### src/rtl/boot_pkg.sv
// Shared constants for the UART program loader: sync byte, FSM encodings, bit timing.
package boot_pkg;

  localparam logic [7:0] SYNC_BYTE = 8'hA5;

  // Frame FSM states
  localparam logic [2:0] S_SYNC = 3'd0;
  localparam logic [2:0] S_LEN0 = 3'd1;
  localparam logic [2:0] S_LEN1 = 3'd2;
  localparam logic [2:0] S_DATA = 3'd3;
  localparam logic [2:0] S_CSUM = 3'd4;
  localparam logic [2:0] S_DONE = 3'd5;

  // Receiver states
  localparam logic [1:0] RX_IDLE  = 2'd0;
  localparam logic [1:0] RX_START = 2'd1;
  localparam logic [1:0] RX_DATA  = 2'd2;
  localparam logic [1:0] RX_STOP  = 2'd3;

  // Clocks per UART bit, integer-truncated
  function automatic int unsigned clks_per_bit(input int unsigned clk_freq,
                                               input int unsigned baud);
    return clk_freq / baud;
  endfunction

endpackage

### src/rtl/uart_rx.sv
// 8N1 UART receiver: 2-FF synchronizer, mid-bit sampling, glitch-rejecting start check.
module uart_rx import boot_pkg::*; #(
  parameter int unsigned CLKS_PER_BIT = 868
) (
  input  logic       clk,
  input  logic       rst,
  input  logic       rx_i,
  output logic       rx_valid_o,
  output logic [7:0] rx_byte_o,
  output logic       rx_ferr_o
);

  localparam int unsigned CNT_W = $clog2(CLKS_PER_BIT + 1);
  localparam int unsigned HALF  = CLKS_PER_BIT / 2;

  logic             sync1_q, sync2_q, prev_q;
  logic [1:0]       state_q, state_d;
  logic [CNT_W-1:0] cnt_q, cnt_d;
  logic [2:0]       bit_q, bit_d;
  logic [7:0]       shreg_q, shreg_d;
  logic             valid_q, valid_d;
  logic             ferr_q, ferr_d;
  logic [7:0]       byte_q, byte_d;

  // State and datapath registers; synchronizer idles high
  always_ff @(posedge clk) begin
    if (rst) begin
      sync1_q <= 1'b1;
      sync2_q <= 1'b1;
      prev_q  <= 1'b1;
      state_q <= RX_IDLE;
      cnt_q   <= '0;
      bit_q   <= '0;
      shreg_q <= '0;
      valid_q <= 1'b0;
      ferr_q  <= 1'b0;
      byte_q  <= '0;
    end else begin
      sync1_q <= rx_i;
      sync2_q <= sync1_q;
      prev_q  <= sync2_q;
      state_q <= state_d;
      cnt_q   <= cnt_d;
      bit_q   <= bit_d;
      shreg_q <= shreg_d;
      valid_q <= valid_d;
      ferr_q  <= ferr_d;
      byte_q  <= byte_d;
    end
  end

  // Bit timing and sampling decisions
  always_comb begin
    state_d = state_q;
    cnt_d   = cnt_q + CNT_W'(1);
    bit_d   = bit_q;
    shreg_d = shreg_q;
    valid_d = 1'b0;
    ferr_d  = 1'b0;
    byte_d  = byte_q;
    case (state_q)
      RX_IDLE: begin
        cnt_d = '0;
        if (prev_q && !sync2_q) state_d = RX_START;
      end
      RX_START: begin
        if (cnt_q == CNT_W'(HALF - 1)) begin
          cnt_d = '0;
          bit_d = '0;
          state_d = sync2_q ? RX_IDLE : RX_DATA;
        end
      end
      RX_DATA: begin
        if (cnt_q == CNT_W'(CLKS_PER_BIT - 1)) begin
          cnt_d   = '0;
          shreg_d = {sync2_q, shreg_q[7:1]};
          bit_d   = bit_q + 3'd1;
          if (bit_q == 3'd7) state_d = RX_STOP;
        end
      end
      RX_STOP: begin
        if (cnt_q == CNT_W'(CLKS_PER_BIT - 1)) begin
          cnt_d   = '0;
          state_d = RX_IDLE;
          if (sync2_q) begin
            valid_d = 1'b1;
            byte_d  = shreg_q;
          end else begin
            ferr_d = 1'b1;
          end
        end
      end
      default: state_d = RX_IDLE;
    endcase
  end

  assign rx_valid_o = valid_q;
  assign rx_byte_o  = byte_q;
  assign rx_ferr_o  = ferr_q;

endmodule

### src/rtl/uart_boot_loader.sv
// Receives a framed program image over UART and writes it into instruction BRAM port B.
module uart_boot_loader import boot_pkg::*; #(
  parameter int unsigned CLK_FREQ  = 100000000,
  parameter int unsigned BAUD      = 115200,
  parameter int unsigned ADDR_W    = 13,
  parameter int unsigned MAX_WORDS = 8192
) (
  input  logic              clk,
  input  logic              rst,
  input  logic              uart_rx,
  output logic              imem_we,
  output logic [ADDR_W-1:0] imem_addr,
  output logic [31:0]       imem_wdata,
  output logic              core_rst,
  output logic              load_done,
  output logic              load_err
);

  localparam int unsigned CLKS_PER_BIT = clks_per_bit(CLK_FREQ, BAUD);
  localparam int unsigned CW = 17;

  logic       rx_valid, rx_ferr;
  logic [7:0] rx_byte;

  uart_rx #(.CLKS_PER_BIT(CLKS_PER_BIT)) u_rx (
    .clk        (clk),
    .rst        (rst),
    .rx_i       (uart_rx),
    .rx_valid_o (rx_valid),
    .rx_byte_o  (rx_byte),
    .rx_ferr_o  (rx_ferr)
  );

  logic [2:0]        state_q, state_d;
  logic [7:0]        len_lo_q, len_lo_d;
  logic [15:0]       len_q, len_d;
  logic [ADDR_W-1:0] word_idx_q, word_idx_d;
  logic [1:0]        byte_cnt_q, byte_cnt_d;
  logic [23:0]       lo_q, lo_d;
  logic [7:0]        csum_q, csum_d;
  logic              imem_we_q, imem_we_d;
  logic [ADDR_W-1:0] imem_addr_q, imem_addr_d;
  logic [31:0]       imem_wdata_q, imem_wdata_d;
  logic              core_rst_q, core_rst_d;
  logic              load_done_q, load_done_d;
  logic              load_err_q, load_err_d;
  logic [15:0]       len_n_c;
  logic              last_word_c;

  // Frame FSM and output registers
  always_ff @(posedge clk) begin
    if (rst) begin
      state_q      <= S_SYNC;
      len_lo_q     <= '0;
      len_q        <= '0;
      word_idx_q   <= '0;
      byte_cnt_q   <= '0;
      lo_q         <= '0;
      csum_q       <= '0;
      imem_we_q    <= 1'b0;
      imem_addr_q  <= '0;
      imem_wdata_q <= '0;
      core_rst_q   <= 1'b1;
      load_done_q  <= 1'b0;
      load_err_q   <= 1'b0;
    end else begin
      state_q      <= state_d;
      len_lo_q     <= len_lo_d;
      len_q        <= len_d;
      word_idx_q   <= word_idx_d;
      byte_cnt_q   <= byte_cnt_d;
      lo_q         <= lo_d;
      csum_q       <= csum_d;
      imem_we_q    <= imem_we_d;
      imem_addr_q  <= imem_addr_d;
      imem_wdata_q <= imem_wdata_d;
      core_rst_q   <= core_rst_d;
      load_done_q  <= load_done_d;
      load_err_q   <= load_err_d;
    end
  end

  // Frame parsing, word assembly and checksum
  always_comb begin
    state_d      = state_q;
    len_lo_d     = len_lo_q;
    len_d        = len_q;
    word_idx_d   = word_idx_q;
    byte_cnt_d   = byte_cnt_q;
    lo_d         = lo_q;
    csum_d       = csum_q;
    imem_we_d    = 1'b0;
    imem_addr_d  = imem_addr_q;
    imem_wdata_d = imem_wdata_q;
    core_rst_d   = core_rst_q;
    load_done_d  = load_done_q;
    load_err_d   = load_err_q;
    len_n_c      = {rx_byte, len_lo_q};
    last_word_c  = (CW'(word_idx_q) + CW'(1)) == CW'(len_q);
    case (state_q)
      S_SYNC: begin
        if (rx_valid && rx_byte == SYNC_BYTE) begin
          load_err_d = 1'b0;
          word_idx_d = '0;
          csum_d     = '0;
          byte_cnt_d = '0;
          state_d    = S_LEN0;
        end
      end
      S_LEN0: begin
        if (rx_ferr) begin
          load_err_d = 1'b1;
          state_d    = S_SYNC;
        end else if (rx_valid) begin
          len_lo_d = rx_byte;
          state_d  = S_LEN1;
        end
      end
      S_LEN1: begin
        if (rx_ferr) begin
          load_err_d = 1'b1;
          state_d    = S_SYNC;
        end else if (rx_valid) begin
          if (len_n_c == 16'd0 || CW'(len_n_c) > CW'(MAX_WORDS)) begin
            load_err_d = 1'b1;
            state_d    = S_SYNC;
          end else begin
            len_d   = len_n_c;
            state_d = S_DATA;
          end
        end
      end
      S_DATA: begin
        if (rx_ferr) begin
          load_err_d = 1'b1;
          state_d    = S_SYNC;
        end else if (rx_valid) begin
          csum_d     = csum_q ^ rx_byte;
          byte_cnt_d = byte_cnt_q + 2'd1;
          lo_d       = {rx_byte, lo_q[23:8]};
          if (byte_cnt_q == 2'd3) begin
            imem_we_d    = 1'b1;
            imem_addr_d  = word_idx_q;
            imem_wdata_d = {rx_byte, lo_q};
            word_idx_d   = word_idx_q + ADDR_W'(1);
            if (last_word_c) state_d = S_CSUM;
          end
        end
      end
      S_CSUM: begin
        if (rx_ferr) begin
          load_err_d = 1'b1;
          state_d    = S_SYNC;
        end else if (rx_valid) begin
          if (rx_byte == csum_q) begin
            load_done_d = 1'b1;
            core_rst_d  = 1'b0;
            state_d     = S_DONE;
          end else begin
            load_err_d = 1'b1;
            state_d    = S_SYNC;
          end
        end
      end
      S_DONE: state_d = S_DONE;
      default: state_d = S_SYNC;
    endcase
  end

  assign imem_we    = imem_we_q;
  assign imem_addr  = imem_addr_q;
  assign imem_wdata = imem_wdata_q;
  assign core_rst   = core_rst_q;
  assign load_done  = load_done_q;
  assign load_err   = load_err_q;

endmodule
### config.mk
export PLATFORM = sky130hd
export DESIGN_NAME = uart_boot_loader
export DESIGN_NICKNAME = d
export VERILOG_FILES = /design/src/rtl/boot_pkg.sv /design/src/rtl/uart_rx.sv /design/src/rtl/uart_boot_loader.sv
export SDC_FILE = /design/constraint.sdc
export NUM_CORES = 1
export LEC_CHECK = 0
export ABC_AREA = 1
export CAP_MARGIN = 25
export CELL_PAD_IN_SITES_DETAIL_PLACEMENT = 2
export CELL_PAD_IN_SITES_GLOBAL_PLACEMENT = 2
export CORE_UTILIZATION = 38
export CTS_BUF_LIST = sky130_fd_sc_hd__clkbuf_4 sky130_fd_sc_hd__clkbuf_8
export DETAILED_ROUTE_END_ITERATION = 10
export PLACE_DENSITY_LB_ADDON = 0.1
export SYNTH_ARGS = -nofsm -noshare
export SYNTH_HDL_FRONTEND = slang
export SYNTH_SLANG_ARGS = --single-unit
### constraint.sdc
create_clock -name clk -period 5.5 [get_ports clk]
set_clock_uncertainty 0.1 [all_clocks]
set_input_delay 0.55 -clock clk [delete_from_list [all_inputs] [get_ports clk]]
set_output_delay 0.55 -clock clk [all_outputs]
set_load 0.01 [all_outputs]
; ---- Word-level counts from Yosys, hierarchy flattened
; Index checks and enable logic that the tools add are counted.
[classes]
n_addsub = 5
n_mul = 0
div = 0
n_lt_le_gt_ge = 1
n_eq_ne = 33
shift = 0
n_mux = 52
bitwise = 7
n_reduce_logical = 27
[ops]
columns = op, n
row1 = $mux 13, 4
row2 = $mux 3, 14
row3 = $pmux 10 s3, 1
row4 = $pmux 13 s2, 1
row5 = $mux 8, 3
row6 = $mux 10, 2
row7 = $mux 2, 10
row8 = $pmux 3 s6, 1
row9 = $eq 14x16->1, 1
row10 = $gt 16x14->1 const B, 1
row11 = $logic_not 16->1, 1
row12 = $pmux 8 s2, 1
row13 = $reduce_and 4->1, 4
row14 = $add 13x1->14 const B, 1
row15 = $ne 2x1->1 const B, 7
row16 = $reduce_and 7->1, 2
row17 = $add 13x1->13 const B, 1
row18 = $ne 3x1->1 const B, 4
row19 = $ne 3x2->1 const B, 4
row20 = $reduce_and 3->1, 4
row21 = $mux 1, 11
row22 = $add 10x1->10 const B, 1
row23 = $eq 10x10->1 const B, 1
row24 = $eq 10x9->1 const B, 1
row25 = 28 further kinds, 44
[totals]
register_bits = 159
latchBits = 0
ramBits = 0
mem_bits_ro = 0
inputBits = 3
output_inout_bits = 49
elab_cells = 148
mem_count = 0

; ---- Depth between registers and ports, before layout
; Gate-level depths: netlist (run 1).
[logic_depth]
depth_word = 7
mapped_depth = 17
depth_no_buf = 17

; ---- Cells and area by module
; From an unflattened synthesis (run 1), not the netlist that was laid out.
[hier_totals]
hier_cells = 910
area_unflattened_um2 = 6814.0
[by_module_without_submodules]
columns = module, n_inst, cells_per_inst, area_per_inst_um2, seq_area_each_um2
row1 = uart_boot_loader, 1, 686, 5202.5, 2462.4
row2 = uart_rx, 1, 224, 1611.5, 720.7

; ---- Worst setup path after synthesis (run 1)
; OpenSTA, ideal clock, no wires.
[synth_path]
path_kind = reg2reg
from = register word_idx_q[0]
to = register state_q[0]
setup_time_ns = 0.115
t_arrival_ns = 1.718
t_required_ns = 5.285
setup_slack_ns = 3.567
stages_incl_launch_ff = 15
n_path_buf = 0
period_less_slack_ns = 1.933
cell_sequence = dfxtp_1 > ha_1 > nand2_1 > nor2_2 > nand3_1 > nand3_1 > nand3_1 > nor2_1 > nand2_1 > nor2_1 > nand2_1 > nand2_1 > nand2_1 > o21ai_0 > inv_1
[synth_via]
elab_chain_len = 4
[synth_rtl]
columns = item, line_no
row1 = "start, declared", uart_boot_loader.sv:37  ; logic [ADDR_W-1:0] word_idx_q, word_idx_d;
row2 = "start signal, assigned", uart_boot_loader.sv:70  ; word_idx_q <= word_idx_d;
row3 = $add 13x1->14, uart_boot_loader.sv:99  ; last_word_c = (CW'(word_idx_q) + CW'(1)) == CW'(len_q);
row4 = $eq 14x16->1, uart_boot_loader.sv:99
row5 = $ne 3x2->1 (no source line), --
row6 = $reduce_and 7->1 (no source line), --
row7 = "end signal, assigned", uart_boot_loader.sv:67  ; state_q <= state_d;
row8 = "end, declared", uart_boot_loader.sv:34  ; logic [2:0] state_q, state_d;
; No other way between the ends.
; A chain may end at the register's enable or synchronous reset.

; ---- Worst setup path in the final report (run 1)
[layout_path]
from = register state_q[2]
to = register word_idx_q[10]
[layout_via]
elab_chain_len = 3
word_cells_on_any_way = 9
classes_between = eq/ne (5) / mux (1) / reduce/logical (3)
[layout_rtl]
columns = item, line_no
row1 = $eq 3x2->1 or $logic_not 3->1 (tied branches), uart_boot_loader.sv:100  ; case (state_q)
row2 = $ne 2x1->1 (no source line) (tied with other cells), --
row3 = $reduce_and 5->1 (no source line), --
; Parallel ways exist; a longest one is shown, timed or not.

==> results of run 1 <==
==> state kept, by name, indices dropped and copies added, names as in the netlist, 8 cells and up, named ones only <==
signal and count:
u_rx.shreg_q 8, len_q 16, lo_q 24, imem_wdata 32, csum_q 8, word_idx_q 13
len_lo_q 8, u_rx.rx_byte_o 8, imem_addr 13, u_rx.cnt_q 10
==> report_power, final <==
group          internal (mW)  leakage, nW  switching [mW]
Clock                  0.397        0.208           0.517
Sequential              1.20         1.28          0.0600
Combinational          0.135         1.55           0.331
Total                   1.73         3.04           0.908
==> per-stage QoR <==
step | setup slack (ps) | hold slack (ps)
detailed placement | 2270 | 306.3
global placement | 2490 | 296.9
floorplan | 3567 | 289.5
global route | 1845 | 341.4
finish | 2161 | 330.1
CTS | 2134 | 331.1
==> critical path, delay by kind of cell (launching register included) <==
kind / cells / cell delay (ps)
AO/OA/AOI/OAI: 3 / 840
buffers and inverters: 3 / 480
flip-flops: 1 / 420
AND/OR/NAND/NOR: 4 / 1320
==> metal layers <==
metal | routed length (um) | track usage
met1 | 9709 | 0.3050
met5 | 0 | 0
met3 | 399 | 0.03577
met2 | 11310 | 0.4747
met4 | 399 | 0.07765
==> how the worst max path moves through the flow <==
stage             startpoint           endpoint  slack [ps]  cells past startpoint
2_1_floorplan  word_idx_q[0]         state_q[0]        3570                     14
3_3_place_gp             rst  u_rx.rx_byte_o[6]        2490                      6
3_5_place_dp      state_q[2]      word_idx_q[6]        2270                     10
4_1_cts           state_q[2]     word_idx_q[10]        2130                     10
5_1_grt           state_q[0]     word_idx_q[10]        1840                     11
6_report          state_q[2]     word_idx_q[10]        2160                     10
==> cell type report <==
cell class | instances | area, um^2
fillers | 1952 | 9071
flip-flops and latches | 159 | 3183
multi-input cells | 602 | 2895
repair buffers | 55 | 553.0
inverters | 82 | 307.8
well taps | 220 | 275.3
clock buffers | 18 | 247.7
clock inverters | 14 | 167.7
==> kinds of logic after synthesis <==
logic type,Yosys count,share of synthesized area
buffers and inverters,120,0.07095
adder cells (fa/ha/maj),6,0.01147
AO/OA/AOI/OAI,209,0.1637
XOR/XNOR,13,0.01970
AND/OR/NAND/NOR,374,0.2477
flip-flops,159,0.4865
==> cell usage after synthesis (3+ instances only) <==
library cell	count
buf_2	8
dfxtp_1	159
nand2_1	166
nor2_1	97
nor4_1	3
nor3b_1	3
nand4_1	14
o21ai_0	104
xor2_1	10
a21oi_1	96
ha_1	6
nand3_1	72
nor3_1	11
a211oi_1	3
inv_1	75
buf_1	6
clkbuf_1	23
inv_2	6
==> flow_summary_export.csv, run 1 <==
group,metric,value,unit
run_status,status,"finished clean",
detailed_routing,drc,0,
setup_path,regToRegSetupSlack,2160,ps
die,die_y,133.2,um
setup_path,slowest_delay,540,ps
clock_network,htreeDepth,4,
clock_network,cts-buffers-inserted,17,
placed_design,gp_congestion,0.8768,
synthesis,seq_area_frac_synth,0.4865,
synthesis,synth_cell_types,34,
clock_network,cts_resized,0,
hold_path,min_from,"u_rx.sync1_q",
grt,antenna_found_initial,0,
layout,fin_util,0.4568,
clock_network,cts_tree,"built",
timing,period_minus_slack,3339,ps
clock_network,cts_setup_buffers,0,
synthesis,synth_top_cell_area_share,0.4865,
timing,tightest_slew,679.0,ps
clock_network,clockBufferDepth,2,
placed_design,dp_hpwl,15790,um
setup_path,cp-start-kind,"flop",
setup_path,crit_slowest_cell,"a21oi_2",
timing,slew_headroom,0.5460,
detailed_routing,via_count,6161,
synthesis,syn-num-nets,890,
die,dieArea,17750,um^2
detailed_routing,antenna_left,0,
setup_path,path_class,"reg2reg",
detailed_routing,via_per_inst,5.357,
timing,fmax,299.5,MHz
grt,grt_use_total,0.2563,
synthesis,ys_seq_elements,159,
power_and_ir_drop,p_per_area,346.4,nW/um^2
synthesis,synth_edf_count,0,
layout,syn2layout_area_growth,16.62,%
layout,n_antenna_cell,0,
setup_path,critPathMaxFanout,43,
die,rows,47,
synthesis,synth_area,6543,um^2
grt,grt_overflow,0,
power_and_ir_drop,p_leak,3.045,nW
setup_path,cp_data_arrival_time,3570,ps
power_and_ir_drop,finalPower,2.643,mW
clock_network,clock_sinks,159,
detailed_routing,first_pass_iters,4,
clock_network,clockRootBuffer,"clkbuf_8",
setup_path,crit_path_frequent_cell,"inv_2",
synthesis,synth_top_flop_cell,"dfxtp_1",
timing,hold_viol,0,
clock_network,clk_latency,470,ps
setup_path,critPathRequiredTime,5730,ps
detailed_routing,wl,21820,um
setup_path,r2r-start,"state_q[2]",
timing,finalCritPeriodShare,0.6072,
clock_network,cts.clk_slew.worst_paths,100,ps
die,start_util,0.3917,
placed_design,dp_cells,1117,
grt,grt_first_pass_wirelength,35710,um
timing,rsz0062_at_grt,"false",
clock_network,cts.hold.buffers_added,0,
synthesis,synthArstFlopShare,0,
die,core_area,16700,um^2
die,die_w,133.2,um
timing,setup_viol,0,
hold_path,min_to,"u_rx.sync2_q",
setup_path,reg2reg_depth,10,
setup_path,crit_chain,"nor3_4, inv_2, nor2_4, inv_2, nor2_8, nand2_4, a21oi_2, inv_2, a21oi_1, a211oi_1",
setup_path,r2r-end,"word_idx_q[10]",
layout,final_nets,926,
placed_design,placed_area,7194,um^2
synthesis,synth_top_area_cell,"dfxtp_1",
timing,drv_slew,0,
grt,grt_pass1_vias,6837,
grt,grt_max_degree,72,
synthesis,syn_area_per_cell,7.426,um^2
synthesis,postSynthCellCount,881,
layout,final_cell_mix,"nand2_1, dfxtp_1, o21ai_0",
power_and_ir_drop,ir_drop,146.7,uV
layout,final_cells,1150,
hold_path,holdPathStages,1,
detailed_routing,first_iter_violations,271,
placed_design,port_buffers,51,
layout,drive_gt1_frac,0.05591,
layout,fin_area,7630,um^2
job,drv_cap,0,
synthesis,yosys-top-cells-area,"dfxtp_1, nand2_1, o21ai_0",
detailed_routing,wire_per_inst,18.98,um
hold_path,hp-class,"reg2reg",
timing,setup_tns,0,ps
synthesis,ys_warn_count,0,
setup_path,cp-end-kind,"flop",
die,ios,52,
layout,layout_commonest_cell,"nand2_1",
Note: power is estimated with default switching activity, not from simulation.
==> run 2, diff against run 1 <==
--- a/config.mk
+++ b/config.mk
@@ -9,7 +9,7 @@
 export CAP_MARGIN = 25
 export CELL_PAD_IN_SITES_DETAIL_PLACEMENT = 2
 export CELL_PAD_IN_SITES_GLOBAL_PLACEMENT = 2
-export CORE_UTILIZATION = 38
+export CORE_UTILIZATION = 31
 export CTS_BUF_LIST = sky130_fd_sc_hd__clkbuf_4 sky130_fd_sc_hd__clkbuf_8
 export DETAILED_ROUTE_END_ITERATION = 10
 export PLACE_DENSITY_LB_ADDON = 0.1
==> constraint.sdc (replaced) <==
create_clock -name clk -period 2.9 [get_ports clk]
set_clock_uncertainty 0.1 [all_clocks]
set_input_delay 0.29 -clock clk [delete_from_list [all_inputs] [get_ports clk]]
set_output_delay 0.29 -clock clk [all_outputs]
set_load 0.01 [all_outputs]
==> run 2 against run 1 <==
Against the previous run:
- final cell count rose by 5.2%
- power rose by 94%
- sequential power rose by 90%
- critical endpoint is now state_q[0]
- maximum frequency rose by 26%
- worst setup slack got worse by 1900 ps
- global-route usage fell by 5.0 points
- clock power rose by 100%
- die area rose by 22%
- sequential share of layout area fell by 0.85 points
- non-clock buffer count rose by 11
- count of clock-buffer cells in the layout rose by 3
- critical path depth rose by 4
==> flow_summary_export.csv, run 2 (synthesis gave the netlist of run 1 again) <==
group,metric,value,unit
run_status,status,"finished clean",
detailed_routing,first_iter_violations,240,
timing,tightest_slew,533.5,ps
setup_path,crit_slowest_cell,"dfxtp_1",
power_and_ir_drop,finalPower,5.131,mW
detailed_routing,via_count,6125,
grt,grt_overflow,0,
power_and_ir_drop,p_comb_frac,0.175,
clock_network,htreeDepth,4,
grt,grt_max_degree,62,
detailed_routing,wl,21450,um
timing,rsz0062_at_grt,"false",
die,die_w,147.3,um
hold_path,hp-class,"in2reg",
power_and_ir_drop,p_per_area,658.7,nW/um^2
timing,drv_slew,0,
layout,largest_reg_flops,32,
clock_network,cts.clk_slew.worst_paths,100,ps
timing,slew_headroom,0.6433,
timing,setup_tns,0,ps
grt,grt_first_pass_wirelength,35200,um
setup_path,cp-start-kind,"flop",
grt,use_met2,0.3564,
timing,fin_hold_ws,287.1,ps
grt,antenna_found_initial,0,
placed_design,dp_hpwl,15320,um
die,start_util,0.3202,
detailed_routing,first_pass_iters,4,
grt,grt.busiest_layer,"met2",
detailed_routing,antenna_left,0,
timing,finalCritPeriodShare,0.9145,
job,drv_cap,0,
die,die_y,147.3,um
clock_network,clk_latency,470,ps
clock_network,clock_sinks,159,
clock_network,clockRootBuffer,"clkbuf_8",
power_and_ir_drop,clockPowerShare,0.358,
placed_design,dp_cells,1175,
detailed_routing,drc,0,
clock_network,clockBufferDepth,2,
power_and_ir_drop,ir_drop,250.4,uV
layout,syn2layout_area_growth,19.05,%
layout,drive_gt1_frac,0.06596,
grt,grt_pass1_vias,6580,
power_and_ir_drop,seqPwrFrac,0.467,
setup_path,path_class,"reg2reg",
setup_path,cp_data_arrival_time,2910,ps
setup_path,critPathMaxFanout,9,
setup_path,slowest_delay,470,ps
die,dieArea,21690,um^2
die,ios,52,
layout,final_cells,1210,
grt,met3_usage,0.03913,
power_and_ir_drop,p_leak,3.105,nW
power_and_ir_drop,p_int,3.481,mW
placed_design,gp_congestion,0.8092,
detailed_routing,wire_per_inst,17.72,um
grt,grt_use_total,0.2066,
timing,setup_viol,0,
layout,final_cell_mix,"nand2_1, dfxtp_1, o21ai_0",
clock_network,cts.hold.buffers_added,0,
setup_path,critPathRequiredTime,3160,ps
die,rows,52,
setup_path,crit_path_frequent_cell,"nand2_1",
grt,use_met1,0.2600,
timing,period_minus_slack,2652,ps
layout,final_nets,937,
timing,hold_viol,0,
clock_network,cts-buffers-inserted,17,
placed_design,port_buffers,51,
timing,fmax,377.1,MHz
power_and_ir_drop,switching_power,1.650,mW
setup_path,crit_chain,"ha_1, nand2_1, nor2_2, nand3_1, nand3_1, nand2_1, nor2_1, nand2_1, nor2_1, nand2_1, nand2_1, nand2_1, o21ai_0, inv_1",
detailed_routing,via_per_inst,5.062,
layout,n_antenna_cell,0,
layout,layout_commonest_cell,"nand2_1",
power_and_ir_drop,switching_share,0.3215,
clock_network,cts_resized,0,
die,core_area,20430,um^2
setup_path,cp-end-kind,"flop",
clock_network,cts_tree,"built",
-- run 2: area by class of cell --
| cell class | instances | area [um^2] |
|---|---|---|
| Clock buffer | 21 | 276.5 |
| Sequential cell | 159 | 3183 |
| Timing Repair Buffer | 66 | 635.6 |
| Clock inverter | 10 | 152.6 |
| Inverter | 82 | 307.8 |
| Tap cell | 270 | 337.8 |
| Multi-Input combinational cell | 602 | 2895 |
| Fill cell | 2394 | 12640 |
-- run 2: worst paths after layout --
check	endpoint	slack (ps)	cells past startpoint	start
max reg2reg	state_q[0]	250	14	word_idx_q[0]
max	state_q[0]	250	14	word_idx_q[0]
min	u_rx.sync1_q	290	2	uart_rx
min reg2reg	u_rx.sync2_q	320	1	u_rx.sync1_q
-- run 2: per-stage QoR --
step                      instance area, um^2  utilization  setup WS, ps
after floorplan                          6543            -         966.5
after global placement                   7330       0.3588         383.5
after detailed placement                 7330       0.3588         331.7
after CTS                                7759       0.3798         255.1
after global routing                     7789       0.3812         43.39
final                                    7789       0.3812         247.8
-- run 2: timing repair --
| action | in CTS | in global routing |
|---|---|---|
| endpoints found under the hold margin | 0 | 0 |
| endpoints found under the setup margin | 0 | 1 |
| setup buffers | 0 | 4 |
-- run 2: power groups by stage --
stage / Sequential, mW / Clock [mW] / Combinational [mW]
after floorplan: 2.41 / 0 / 0.637
after global placement: 2.44 / 0 / 0.857
after detailed placement: 2.45 / 0 / 0.889
after CTS: 2.40 / 1.90 / 0.911
after global routing: 2.42 / 1.98 / 1.01
final: 2.40 / 1.84 / 0.896
-- run 2: layer usage --
| metal | vias to the layer above | part of all wire | wire [um] |
|---|---|---|---|
| li1 | 3000 | - | - |
| met1 | 3043 | 0.46 | 9945 |
| met2 | 60 | 0.50 | 10660 |
| met3 | 22 | 0.019 | 400 |
| met4 | 0 | 0.020 | 436 |
| met5 | - | 0 | 0 |
-- run 2: critical path, delay by kind of cell (launching register included) --
family	cells	cell delay [ps]
AND/OR/NAND/NOR	11	1490
flip-flops	1	470
adder cells (fa/ha/maj)	1	250
AO/OA/AOI/OAI	1	170
buffers and inverters	1	50
==> run 3, diff against run 2 <==
--- a/config.mk
+++ b/config.mk
@@ -12,7 +12,8 @@
 export CORE_UTILIZATION = 31
 export CTS_BUF_LIST = sky130_fd_sc_hd__clkbuf_4 sky130_fd_sc_hd__clkbuf_8
 export DETAILED_ROUTE_END_ITERATION = 10
-export PLACE_DENSITY_LB_ADDON = 0.1
+export PLACE_DENSITY_LB_ADDON = 0.08
+export SLEW_MARGIN = 20
 export SYNTH_ARGS = -nofsm -noshare
 export SYNTH_HDL_FRONTEND = slang
 export SYNTH_SLANG_ARGS = --single-unit
==> run 3 against run 2 <==
Against the previous run:
- maximum frequency increased by 3.3%
- power decreased by 1.6%
- sequential cell count unchanged
- final cell count decreased by 0.17%
- combinational power increased by 1%
- first-iteration DRC count decreased by 30%
- non-clock buffer count decreased by 3
- count of clock-buffer cells in the layout decreased by 4
- utilization decreased by 0.16 points
- sequential share of layout area increased by 0.17 points
- die area unchanged
- largest cell class unchanged
- highest routed layer unchanged
==> flow_summary_export.csv, run 3 (synthesis gave the netlist of run 1 again) <==
group,metric,value,unit
power_and_ir_drop,p_per_area,651.2,nW/um^2
timing,setup_slack,332.3,ps
timing,drv_slew,0,
layout,drive_gt1_frac,0.06397,
setup_path,path_class,"reg2reg",
timing,fin_hold_ws,282.2,ps
setup_path,crit_chain,"ha_1, nand2_1, nor2_4, nand3_1, nand3_1, nand2_1, nor2_1, nand2_1, nor2_1, nand2_1, nand2_1, nand2_1, o21ai_0, inv_1",
power_and_ir_drop,finalPower,5.051,mW
die,dieArea,21690,um^2
setup_path,crit_path_start,"word_idx_q[0]",
grt,grt_overflow,0,
detailed_routing,antenna_left,0,
timing,fmax,389.5,MHz
clock_network,clk_latency,470,ps
hold_path,min_from,"uart_rx",
setup_path,critPathMaxFanout,9,
clock_network,cts_tree,"built",
die,rows,52,
timing,finalCritPeriodShare,0.8854,
die,die_w,147.3,um
timing,rsz0062_at_grt,"false",
timing,hold_viol,0,
placed_design,preCtsSetupSlack,299.8,ps
setup_path,cp_top_family,"simple AND/OR/NAND/NOR gates",
timing,period_minus_slack,2568,ps
timing,tightest_slew,643.0,ps
layout,final_cell_mix,"nand2_1, dfxtp_1, o21ai_0",
setup_path,crit_slowest_cell,"dfxtp_1",
setup_path,path_buf_inv,1,
detailed_routing,wire_per_inst,17.76,um
timing,setup_tns,0,ps
die,die_y,147.3,um
setup_path,cp-start-kind,"flop",
layout,final_nets,934,
layout,largest_reg_flops,32,
grt,antenna_found_initial,0,
detailed_routing,via_count,6102,
detailed_routing,first_iter_violations,169,
run_status,status,"finished clean",
layout,layout_commonest_cell,"nand2_1",
layout,n_antenna_cell,0,
job,drv_cap,0,
detailed_routing,wl,21460,um
detailed_routing,drc,0,
clock_network,cts-buffers-inserted,17,
placed_design,dp_hpwl,15800,um
placed_design,dp_cells,1176,
setup_path,r2r-start,"word_idx_q[0]",
grt,grt_use_total,0.2072,
hold_path,hp-class,"in2reg",
setup_path,cp_data_arrival_time,2830,ps
detailed_routing,first_pass_iters,4,
clock_network,clock_sinks,159,
placed_design,gp_congestion,0.8147,
grt,grt_first_pass_wirelength,35160,um
grt,grt_max_degree,61,
grt,grt_pass1_vias,6694,
setup_path,crit_path_frequent_cell,"nand2_1",
detailed_routing,via_per_inst,5.051,
clock_network,clockBufferDepth,2,
layout,final_cells,1208,
clock_network,clockRootBuffer,"clkbuf_8",
setup_path,critPathRequiredTime,3160,ps
die,start_util,0.3202,
power_and_ir_drop,ir_drop,270.5,uV
setup_path,slowest_delay,480,ps
die,ios,52,
clock_network,cts.clk_slew.worst_paths,110,ps
timing,slew_headroom,0.5701,
timing,setup_viol,0,
clock_network,htreeDepth,4,
power_and_ir_drop,p_leak,3.089,nW
layout,syn2layout_area_growth,18.55,%
die,core_area,20430,um^2
placed_design,port_buffers,51,
setup_path,cp-end-kind,"flop",
run 3: cell count changes in the layout (fill, tap and decap cells not counted), moves of 2 or more:
| cell | before | now |
|---|---|---|
| inv_8 | 1 | 5 |
| buf_4 | 14 | 11 |
| inv_6 | 3 | 6 |
| bufinv_16 | 3 | 1 |
| clkbuf_4 | 2 | 0 |
| clkbuf_8 | 19 | 17 |
| clkinv_8 | 0 | 2 |
run 3: power breakdown:
| part | total (mW) | switching [mW] | internal, mW |
|---|---|---|---|
| registers | 2.40 | 0.121 | 2.28 |
| logic | 0.905 | 0.634 | 0.271 |
| clock network | 1.74 | 1.00 | 0.739 |
run 3: repair_timing:
item | 4_1_cts | 5_1_grt
endpoints found under the setup margin | 0 | 1
hold buffers | 0 | 0
buffers inserted | 0 | 0
gates resized for setup | 0 | 1
run 3: final cells by class:
class	count	area, um^2
clock inverters	15	180.2
multi-input cells	602	2900
repair buffers	63	613.1
fillers	2413	12670
flip-flops and latches	159	3183
clock buffers	17	234.0
inverters	82	307.8
well taps	270	337.8
run 3: final timing paths:
path                                endpoint  slack [ps]  cells past startpoint
worst max-delay path              state_q[0]         330                     14
worst min-delay path            u_rx.sync1_q         280                      2
worst max register to register    state_q[0]         330                     14
worst min register to register  u_rx.sync2_q         320                      1
run 3: stage by stage:
stage / utilization / area (um^2)
floorplan: - / 6543
global placement: 0.3591 / 7337
detailed placement: 0.3591 / 7337
CTS: 0.3794 / 7751
global route: 0.3797 / 7756
finish: 0.3797 / 7756
run 3: per-layer routing:
layer,vias to the layer above,routed length [um],GRT usage
li1,2984,-,-
met5,-,0,0
met1,3037,9907,0.2556
met2,58,10810,0.3677
met3,23,360,0.03137
met4,0,381,0.06649
==> RTL edit 1, RTL diff (settings of run 1) <==
The output `imem_we` loses its register stage (`imem_we_q` becomes a continuous assignment).
--- a/src/rtl/uart_boot_loader.sv
+++ b/src/rtl/uart_boot_loader.sv
@@ -59,3 +59,2 @@
       csum_q       <= '0;
-      imem_we_q    <= 1'b0;
       imem_addr_q  <= '0;
@@ -73,3 +72,2 @@
       csum_q       <= csum_d;
-      imem_we_q    <= imem_we_d;
       imem_addr_q  <= imem_addr_d;
@@ -81,2 +79,4 @@
   end
+
+  assign imem_we_q = imem_we_d;
 
Behaviour: same outputs for any inputs over 10 cycles, from zero or initial values and one cycle with rst high; that may be too few to reach the edited logic, so the function may still have changed.
==> RTL edit 1 against run 1 <==
  * Setup slack worse by 0.87 ns
  * Sequential cell count decreased by 1
  * Area after synthesis rose by 1.4%
  * Critical path type is now reg2out
  * Critical path depth down 1
  * Cell area hardly changed
  * Highest routed layer unchanged
  * Critical endpoint is now imem_we
  * Wire length rose by 0.26%
Power is not compared: it rests on default switching activity, and its combinational part moved more than twofold at a synthesized area within 25%.
==> RTL edit 1: results <==
place:
  io_buffers: 51
  dp_hpwl_mm: 15.2
  place_inst: 1120
  place_area_um2: 7220
  gp_congestion: 0.844
  dp_slack_ns: 1.79
cells_and_area:
  largest_reg_flops: 32
  drive_gt1_share_pct: 6.65
  n_antenna_cell: 0
  fillers: 1974
  nets: 929
routing:
  num_vias: 6104
  drt-initial-drc-count: 268
  wire_per_inst_um: 19.0
  finalWirelength_mm: 21.9
  first_pass_iters: 4
outcome:
  status: "finished, final reports clean"
power_and_ir_drop:
  power.leakage_nw: 2.95
  vdd_drop_max_v: 0.000137
  p_per_area_nw_per_um2: 278
clock_network:
  h-tree-depth: 4
  clkTransAtPathRegs_ns: 0.09
  root_buffer: "clkbuf_8"
  cts_buffers: 17
  clockBufferDepth: 2
  ctsResizeCount: 0
  post-cts-setup-buffers: 0
  clock_latency_ns: 0.47
synthesis:
  yosysWarnings: 0
  syn_nets: 896
  synthTopCellsByCount: "dfxtp_1, nor2_1, nand2_1"
  synth_area_leaders: "dfxtp_1, o21ai_0, nor2_1"
  synth_area_per_cell_um2: 7.49
  ys_async_sr_fraction_pct: 0
  synth_cell_types: 37
  synth.yosys.seq_area_share_pct: 47.7
  synth_ff_type: "dfxtp_1"
min_path:
  min-delay-start: "u_rx.sync1_q"
  hp-class: "reg2reg"
sta:
  tightest_slew_ns: 0.873
grt:
  grt_pass1_wl_mm: 35.4
  grt_max_degree: 67
  first_global_vias: 6613
  grtUsageTotal_pct: 25.5
  antenna_found_initial: 0
worst_setup_path:
  crit_path_start: "state_q[1]"
  path_max_fanout: 66
## RTL edit 1: worst max-delay path, cell delays in order (launching register included)
cell	delay, ns
dfxtp_1	0.42
inv_2	0.07
nor3_4	0.26
inv_2	0.07
nor2_4	0.12
inv_2	0.09
nor2_8	0.41
nand2_4	0.27
clkinv_2	0.68
clkdlybuf4s50_1	0.68
## RTL edit 1: worst paths after layout
path	end	slack, ns	depth (start not counted)
worst min register to register	u_rx.sync2_q	0.35	1
worst min-delay path	u_rx.sync2_q	0.35	1
worst max register to register	imem_addr[5]	2.53	10
worst max-delay path	imem_we	1.29	9
## RTL edit 1: stage by stage
stage | hold slack, ns | power [mW]
after floorplan | 0.289 | 1.21
after global placement | 0.302 | 1.23
after detailed placement | 0.306 | 1.23
after CTS | 0.350 | 2.14
after global routing | 0.358 | 2.18
final | 0.348 | 2.12
## RTL edit 1: cells by family after synthesis
logic type | Yosys count | share of synthesized area [%]
simple gates | 364 | 23.7
fa+ha+maj | 7 | 1.32
xor+xnor | 12 | 1.81
compound gates | 216 | 17.1
buf+inv | 129 | 8.34
flops | 158 | 47.7
## RTL edit 1: cell type report
| class | count | area share [%] |
|---|---|---|
| multi-input combinational | 599 | 38.2 |
| timing repair buffer | 54 | 6.98 |
| inverter | 89 | 4.39 |
| clock buffer | 21 | 3.62 |
| tap | 220 | 3.61 |
| sequential | 158 | 41.4 |
| clock inverter | 11 | 1.72 |
## RTL edit 1: power by group
part           switching (mW)  total, mW  leakage [nW]  internal [mW]
combinational          0.0382     0.0519          1.48         0.0137
sequential            0.00383       1.15          1.27           1.15
clock                   0.474      0.916         0.200          0.442
## RTL edit 1: layer usage
metal,routed length (µm),vias to the layer above,global-route usage (%)
li1,-,2964,-
met1,9700,3030,30.4
met2,11200,81,45.8
met3,561,29,4.88
met4,411,0,8.49
met5,0,-,0
==> RTL edit 2, RTL diff (config.mk and constraints of run 1) <==
Without the edit above. `ADDR_W`: 13 -> 14.
--- a/src/rtl/uart_boot_loader.sv
+++ b/src/rtl/uart_boot_loader.sv
@@ -4,3 +4,3 @@
   parameter int unsigned BAUD      = 115200,
-  parameter int unsigned ADDR_W    = 13,
+  parameter int unsigned ADDR_W    = 14,
   parameter int unsigned MAX_WORDS = 8192
Interface: changed (resized imem_addr); port bits go from 52 to 53. The function was not compared with the original's and may differ.
==> RTL edit 2 against run 1 <==
  * Critical path depth unchanged
  * Sequential cell count rose by 2
  * Setup slack got worse by 0.42 ns
  * Global-route usage is 0.35 points lower
  * Wire length fell by 0.12%
  * Cell area is 2.7% higher
  * Area after synthesis grew 2.4%
  * Die area is 2.4% higher
  * Synthesized cell count is 0.68% higher
  * Highest routed layer unchanged
Power is not compared: it rests on default switching activity, and its combinational part moved more than twofold at a synthesized area within 25%.
==> RTL edit 2: results <==
synthesis:
  synthTopCellsByCount: "nand2_1, dfxtp_1, nor2_1"
  synth_ff_type: "dfxtp_1"
  synth_cell_types: 39
  synth_area_leaders: "dfxtp_1, nand2_1, o21ai_0"
  syn_nets: 897
  synth.yosys.seq_area_share_pct: 48.1
cells_and_area:
  nets: 936
  drive_gt1_share_pct: 8.09
  largest_reg_flops: 32
min_path:
  min-delay-start: "u_rx.sync1_q"
  worstHoldPathCells: 1
  hp-class: "reg2reg"
outcome:
  status: "finished, final reports clean"
power_and_ir_drop:
  vdd_drop_max_v: 0.000153
  power.leakage_nw: 3.00
place:
  io_buffers: 52
  place_area_um2: 7370
  dp_hpwl_mm: 15.6
  gp_congestion: 0.869
worst_setup_path:
  critPathArrivalTime_ns: 4.04
  timing.rr.start: "state_q[1]"
  path_max_fanout: 39
  cp-endpoint: "imem_wdata[27]"
  start_kind: "flip-flop"
  reg2reg_to: "imem_wdata[27]"
  r2r_slack_ns: 1.75
clock_network:
  clock_latency_ns: 0.47
  cts_buffers: 17
  root_buffer: "clkbuf_8"
routing:
  drt-initial-drc-count: 318
  wire_per_inst_um: 18.7
  num_vias: 6172
sta:
  tightest_slew_ns: 0.755
grt:
  grt-ovfl-total: 0
  grt_max_degree: 51
  grt_pass1_wl_mm: 35.2
  first_global_vias: 6657
  grtUsageTotal_pct: 25.3
## RTL edit 2: cell count changes after synthesis, sizes merged, moves of 2 or more
cell,change
or2,+2
nand4,-2
nor2,+11
xnor2,+4
o21ai,-12
nor3b,-2
a221oi,+2
dfxtp,+2
nand2,+10
inv,-8
a211oi,+7
a31oi,+11
a21oi,-22
nor4,+2
## RTL edit 2: logic make-up (layout without fill, tap and decap cells)
kind of cell | count (synthesis) | count (layout) | synth area share [%]
AOI/OAI and AO/OA | 192 | 192 | 15.7
xor gates and xnor gates | 16 | 16 | 2.09
adders and majority gates | 7 | 7 | 1.31
buffers and inverters | 112 | 164 | 6.81
DFF | 161 | 161 | 48.1
and+or+nand+nor | 399 | 399 | 26.0
## RTL edit 2: metal layers
| metal | GRT usage (%) | up-vias | part of all wire, % |
|---|---|---|---|
| met2 | 46.5 | 71 | 53 |
| met3 | 4.58 | 35 | 2.2 |
| li1 | - | 3012 | - |
| met5 | 0 | - | 0 |
| met4 | 9.43 | 0 | 2.7 |
| met1 | 29.0 | 3054 | 42 |
## RTL edit 2: report_power, final
part	internal [mW]	switching (mW)	total (mW)
sequential	1.17	0.00545	1.17
combinational	0.0138	0.0408	0.0546
clock	0.509	0.488	0.997
## RTL edit 2: metrics by stage
| step | power (mW) | worst slack (ns) | instances |
|---|---|---|---|
| 6_report | 2.23 | 1.75 | 1164 |
| 5_1_grt | 2.30 | 1.41 | 1164 |
| 4_1_cts | 2.24 | 1.75 | 1163 |
| 3_5_place_dp | 1.26 | 1.74 | 1131 |
| 3_3_place_gp | 1.25 | 2.08 | 1130 |
| 2_1_floorplan | 1.24 | 3.68 | 887 |
## RTL edit 2: worst min-delay path by stage
| stage | endpoint | slack [ns] |
|---|---|---|
| floorplan | u_rx.sync2_q | 0.29 |
| finish | u_rx.sync2_q | 0.32 |
| global route | u_rx.sync2_q | 0.33 |
| global placement | u_rx.sync2_q | 0.30 |
| CTS | u_rx.sync2_q | 0.32 |
| detailed placement | u_rx.sync2_q | 0.30 |
## RTL edit 2: area by class of cell
| class | count | area (µm²) |
|---|---|---|
| fill | 2003 | 9400 |
| sequential | 161 | 3220 |
| multi-input combinational | 614 | 3020 |
| timing repair buffer | 57 | 581 |
| inverter | 75 | 282 |
| tap | 225 | 282 |
| clock buffer | 18 | 241 |
| clock inverter | 14 | 204 |
## RTL edit 2: critical path, stage by stage, from the launching register on
cell,delay [ns]
dfxtp_1,0.42
inv_2,0.08
nor3_4,0.53
inv_2,0.13
nor2_4,0.16
nand2_2,0.26
nor2_4,0.68
inv_2,0.46
nor2_4,0.47
inv_2,0.17
o21ai_1,0.18
